--- src/rtl/fetch_stage.sv ---
// Instruction fetch stage: owns the PC, issues icache word reads and holds one fetched
// instruction in a single-entry buffer for the fetch/decode latch.
module fetch_stage #(
  parameter logic [31:0] PC_INIT = 32'h0000_0000,
  parameter logic [5:0]  HALT_OP = 6'b111111
) (
  input  logic        CLK,
  input  logic        nRST,
  input  logic        PCWrite,
  input  logic        fdif_stall,
  input  logic        fdif_flush,
  input  logic        redirect,
  input  logic [31:0] redirect_pc,
  input  logic        halt_commit,
  input  logic        ihit,
  input  logic [31:0] iload,
  output logic        iREN,
  output logic [31:0] imemaddr,
  output logic [31:0] fdif_instr,
  output logic [31:0] fdif_npc,
  output logic        fdif_valid,
  output logic        fetch_halted
);

  typedef enum logic [1:0] {
    RUN       = 2'd0,
    HALT_SEEN = 2'd1,
    HALTED    = 2'd2
  } state_e;

  state_e      state_q, state_d;
  logic [31:0] pc_q, pc_d;
  logic        valid_q, valid_d;
  logic [31:0] instr_q, instr_d;
  logic [31:0] npc_q, npc_d;

  logic        accept;
  logic        space;
  logic        fire;
  logic [31:0] pc_plus4;
  logic [31:0] redirect_aligned;

  assign accept           = valid_q & ~fdif_stall;
  assign space            = ~valid_q | accept;
  assign pc_plus4         = pc_q + 32'd4;
  assign redirect_aligned = redirect_pc & ~32'h0000_0003;

  // Gating with nRST keeps the icache idle for the whole reset, not just after the first edge.
  assign iREN = nRST & (state_q == RUN) & PCWrite & space & ~redirect & ~fdif_flush
              & ~halt_commit;
  assign fire = iREN & ihit;

  assign imemaddr     = pc_q;
  assign fdif_instr   = instr_q;
  assign fdif_npc     = npc_q;
  assign fdif_valid   = valid_q;
  assign fetch_halted = (state_q == HALTED);

  // NOTE: every always_comb output gets its hold value first, so no path can infer a latch.
  always_comb begin
    state_d = state_q;
    pc_d    = pc_q;
    valid_d = valid_q;
    instr_d = instr_q;
    npc_d   = npc_q;

    if (halt_commit) begin
      state_d = HALTED;
      valid_d = 1'b0;
    end else if (state_q != HALTED) begin
      if (redirect) begin
        pc_d    = redirect_aligned;
        valid_d = 1'b0;
        state_d = RUN;
      end else if (fdif_flush) begin
        valid_d = 1'b0;
      end else if (fire) begin
        instr_d = iload;
        npc_d   = pc_plus4;
        valid_d = 1'b1;
        pc_d    = pc_plus4;
        if (iload[31:26] == HALT_OP) begin
          state_d = HALT_SEEN;
        end
      end else if (accept) begin
        valid_d = 1'b0;
      end
    end
  end

  // NOTE: state registers use non-blocking assignments so every flop samples pre-edge values.
  // NOTE: the instruction/npc data registers are reset too, so the buffer shows zeros after reset.
  always_ff @(posedge CLK or negedge nRST) begin
    if (!nRST) begin
      state_q <= RUN;
      pc_q    <= PC_INIT;
      valid_q <= 1'b0;
      instr_q <= 32'h0;
      npc_q   <= 32'h0;
    end else begin
      state_q <= state_d;
      pc_q    <= pc_d;
      valid_q <= valid_d;
      instr_q <= instr_d;
      npc_q   <= npc_d;
    end
  end

endmodule

--- config.mk ---
export PLATFORM = sky130hd
export DESIGN_NAME = fetch_stage
export DESIGN_NICKNAME = d
export VERILOG_FILES = /design/src/rtl/fetch_stage.sv
export SDC_FILE = /design/constraint.sdc
export NUM_CORES = 1
export LEC_CHECK = 0
export BUFFER_PORTS_ARGS = -buffer_cell sky130_fd_sc_hd__buf_2
export CAP_MARGIN = 25
export CORE_MARGIN = 1
export CORE_UTILIZATION = 50
export CTS_CLUSTER_DIAMETER = 60
export DETAILED_ROUTE_END_ITERATION = 6
export PLACE_DENSITY = 0.87
export SLEW_MARGIN = 10
export SYNTH_ARGS = -nofsm -noshare
export SYNTH_HDL_FRONTEND = slang
export SYNTH_SLANG_ARGS = --single-unit
--- constraint.sdc ---
create_clock -name CLK -period 2.55 [get_ports CLK]
set_input_delay 0.51 -clock CLK [delete_from_list [all_inputs] [get_ports CLK]]
set_output_delay 0.51 -clock CLK [all_outputs]
set_load 0.1 [all_outputs]
# Word-level counts from Yosys, hierarchy flattened
# Cells that the tools add are included.
# word_totals
ff_bits	99
latchBits	0
ram_bits	0
romBits	0
in_bits	72
output_inout_bits	99
wordCells	50
mem_count	0
# classes
addsub	1
n_mul	0
div	0
magnitude_cmp	0
eq_ne	5
n_shift	0
n_mux	15
bitwise	14
n_reduce_logical	10
# ops
operator	count
32-bit two-way mux	3
32-bit by 3-bit adder with 32-bit output (second input constant)	1
2-bit two-way mux	6
1-bit bitwise AND	8
4-bit AND reduction	2
6-bit == test (second input constant)	1
1-bit two-way mux	6
3-bit nonzero test	2
1-bit NOT	5
5-bit AND reduction	1
5-bit nonzero test	1
2-bit nonzero test	2
3-bit by 1-bit inequality test with 1-bit output (second input constant)	1
2-bit == test (second input constant)	1
2-bit zero test	1
2-bit by 1-bit inequality test with 1-bit output (second input constant)	1
2-bit inequality test (second input constant)	1
2-bit AND reduction	1
1-bit OR	1

# Longest topological paths before layout
# logic_depth
word_depth	13
depth_mapped	9
mapped_depth_nobuf	6

# Worst setup path after synthesis
# Ideal clock, no wire load.
# synth_timing
kind	reg-to-reg
from	register pc_q[2], in the netlist imemaddr[2]
to	register npc_q[30], in the netlist fdif_npc[30]
setup_ns	0.076
arrival_ns	2.726
required_time_ns	2.474
path_slack_ns	-0.251
path_stages_with_launch	8
n_path_buf	1
synth_period_minus_slack_ns	2.801
cell_sequence	dfrtp_1 ha_1 and4_1 buf_2 nand4_2 or4b_4 xor2_1 o21ai_2
# synth_via
elab_chain_len	1
# synth_rtl
item	line_no	rtl
start, declared	32	logic [31:0] pc_q, pc_d;
start signal, assigned	102	pc_q <= pc_d;
32-bit by 3-bit adder with 32-bit output	45	assign pc_plus4 = pc_q + 32'd4;
end signal, assigned	105	npc_q <= npc_d;
end, declared	35	logic [31:0] npc_q, npc_d;
# No other way between the ends.
# A chain may end at the register's enable or synchronous reset.

# Final worst setup path
# Ends and elaborated chain as after synthesis.

==> out/metrics.yaml <==
status:
  status: "completed"
yosys:
  synth_warnings: 0
  syn_inst: 544
  yosys-top-cells-area: "dfrtp_1 (50%), nand2_1 (12%), o21ai_0 (5.3%), xnor2_1 (3.1%), nor2_1 (2.1%)"
  synth-compound-area-share_pct: 15.1
  synthAdderAreaFrac_pct: 0.262
  seq_area_frac_synth_pct: 49.7
  ys_types: 57
  ys_ff_latch: 95
  synth-xor-area-share_pct: 5.13
  syn_area_sq_um: 4780
  synth_edf_count: 0
  ys_async_sr_fraction_pct: 100
  synth_mux_area_share_pct: 0.419
  yosys.area.top_type: "dfrtp_1"
  yosys.area_share.simple_pct: 24.8
  synthFlopType: "dfrtp_1"
  synth_top_area_share_pct: 49.7
  synth_top_family_by_area: "simple AND/OR/NAND/NOR gates"
  syn_area_per_cell_sq_um: 8.79
drt:
  wl_mm: 13.0
  drc: 0
  ant_nets: 0
  drt_iter0_markers: 272
  vias_per_cell: 5.52
  wl_per_cell_um: 15.7
  dr_total_vias: 4564
  firstDrtPassIters: 5
timing:
  skew_ns: 0.0223
  relSlewSlack_pct: 54.4
  hold_violations: 0
  fin_worst_hold_slack_ns: 0.228
  setup_tns_ns: 0
  finalSetupViolCount: 0
  min_period_over_period_pct: 93.3
  max_freq_mhz: 420
  drv_slew: 0
  rsz0062_at_grt: "no"
  min_period_ns: 2.38
  tightest_slew_ns: 0.678
finish:
  layout_common_cells: "buf_2 (162), nand2_1 (154), dfrtp_1 (84)"
  final_common_cell: "buf_2"
  antennaDiodeCount: 0
  nNetsFinal: 766
  drive_above_1_share_pct: 31.1
  synthToLayoutAreaGrowth_pct: 24.5
  fill_cells: 778
floorplanning:
  row_count: 35
  dieArea_sq_um: 9960
  ios: 171
  die_y_um: 99.8
  dieWidth_um: 99.8
  core_sq_um: 9240
  start_util_pct: 51.8
placement:
  dp_hpwl_mm: 9.57
  place.gp.congestion: 0.904
  io_buffers: 164
clock_tree:
  cts_buffer_depth: 2
  cts-root-buf: "clkbuf_8"
  cts_tree: "done"
  clock_latency_ns: 0.37
  cts_htree_levels: 3
  clkTransAtPathRegs_ns: 0.11
  numCtsBuffers: 9
  cts_num_sinks: 95
global_route:
  grt_usage_pct: 26.5
  grt_start_max_net_pins: 56
  antenna_found_initial: 1
  grt_pass1_wl_mm: 20.7
  grt_pass1_vias: 4205
  gr-total-overflow: 0
pwr:
  p_int_mw: 2.23
  ir_drop_mv: 0.352
  seq_power_share_pct: 49.3
  clock_power_share_pct: 33.5
  p_per_area_nw_per_um2: 551
  power.switching_mw: 1.05
  switching_share_pct: 32.1
  p_comb_share_pct: 17.2
  cellLeakagePower_nw: 3.05
worst_setup_path:
  r2r_cells: 6
  required_ns: 2.80
  end_kind: "flip-flop"
  arrival_ns: 2.63
  cp_max_fo: 7
  critical_path_class: "reg2reg"
  start_kind: "flip-flop"
run:
  drv_cap: 0
hold_path:
  hold_class: "in2async"
[worst paths after layout]
check                               start              to  slack, ns
hold reg to reg            fdif_instr[30]  fdif_instr[30]       0.48
min in group CLK                 iload[8]   fdif_instr[8]       0.34
hold / removal                       nRST    fdif_npc[11]       0.23
setup reg to reg              imemaddr[2]    fdif_npc[30]       0.17
setup / recovery              imemaddr[2]    fdif_npc[30]       0.17
max in group asynchronous            nRST    imemaddr[20]       1.19
[through the flow]
stage / utilization [%] / cells / power [mW] / worst slack, ns / area, sq um
6_report: 64.5 / 827 / 3.28 / 0.172 / 5960
5_1_grt: 64.5 / 827 / 3.40 / 0.0728 / 5960
4_1_cts: 64.4 / 827 / 3.31 / 0.190 / 5950
3_5_place_dp: 62.0 / 811 / 2.21 / 0.221 / 5730
3_3_place_gp: 62.0 / 811 / 2.20 / 0.294 / 5730
2_1_floorplan: - / 547 / 2.05 / 0.00578 / 4810
[sequential cells by signal, summed over array words and instances (netlist names)]
signal and cells:
fdif_instr 32, state_q 2, fdif_npc 30, fdif_valid 1, imemaddr 30
[layout make-up]
class,instances,area (sq um),area share (%)
timing repair buffer,178,956,16.1
inverter,6,22.5,0.378
sequential,95,2390,40.1
clock buffer,10,128,2.14
multi-input combinational,403,2200,37.0
clock inverter,6,92.6,1.55
tap,129,161,2.71
[cells by family after synthesis]
logic type | after synthesis
other | 1
muxes | 2
xor gates and xnor gates | 28
DFF | 95
adders and majority gates | 1
buffers and inverters | 49
and+or+nand+nor | 252
AOI/OAI and AO/OA | 116
[critical path, cell delays in order, from the launching register on]
cell	delay, ns
dfrtp_2	0.45
ha_1	0.28
and4_1	0.36
nand4_2	0.29
or4b_4	0.62
xor2_1	0.19
o21ai_2	0.06
[power groups by stage]
| stage | registers, mW | logic, mW | clock network, mW |
|---|---|---|---|
| floorplan | 1.89 | 0.155 | 0 |
| global placement | 1.64 | 0.555 | 0 |
| detailed placement | 1.65 | 0.566 | 0 |
| CTS | 1.62 | 0.567 | 1.13 |
| global route | 1.63 | 0.596 | 1.18 |
| finish | 1.62 | 0.564 | 1.10 |
[cell usage after synthesis (3+ instances only)]
master	n
o21ai_0	51
and3_1	5
buf_1	4
dfrtp_1	95
inv_1	6
xnor2_1	17
buf_4	4
clkbuf_1	21
nand3_1	15
a21o_1	3
nand2_1	154
nor2_1	27
a32oi_1	3
nand4_1	9
nor4_1	11
a22oi_1	5
xor2_1	11
nor3_1	8
buf_2	13
a211oi_1	5
and2_1	4
a21oi_1	14
o22ai_1	6
and4_1	5
a22o_1	3
a311oi_1	5
nand4_2	3
[layer usage]
metal	GRT usage, %	share of wire [%]	wire (um)
met3	4.94	7.3	953
met4	8.60	2.0	257
met1	34.8	42	5450
met5	0	0.10	13
met2	44.7	49	6330
[timing repair]
| action | in CTS | in global routing |
|---|---|---|
| resized for setup | 0 | 1 |
| hold endpoints to repair | 0 | 0 |
| endpoints found under the setup margin | 0 | 1 |
| hold buffers | 0 | 0 |
| setup buffers | 0 | 0 |
(Power assumes the default switching activity.)
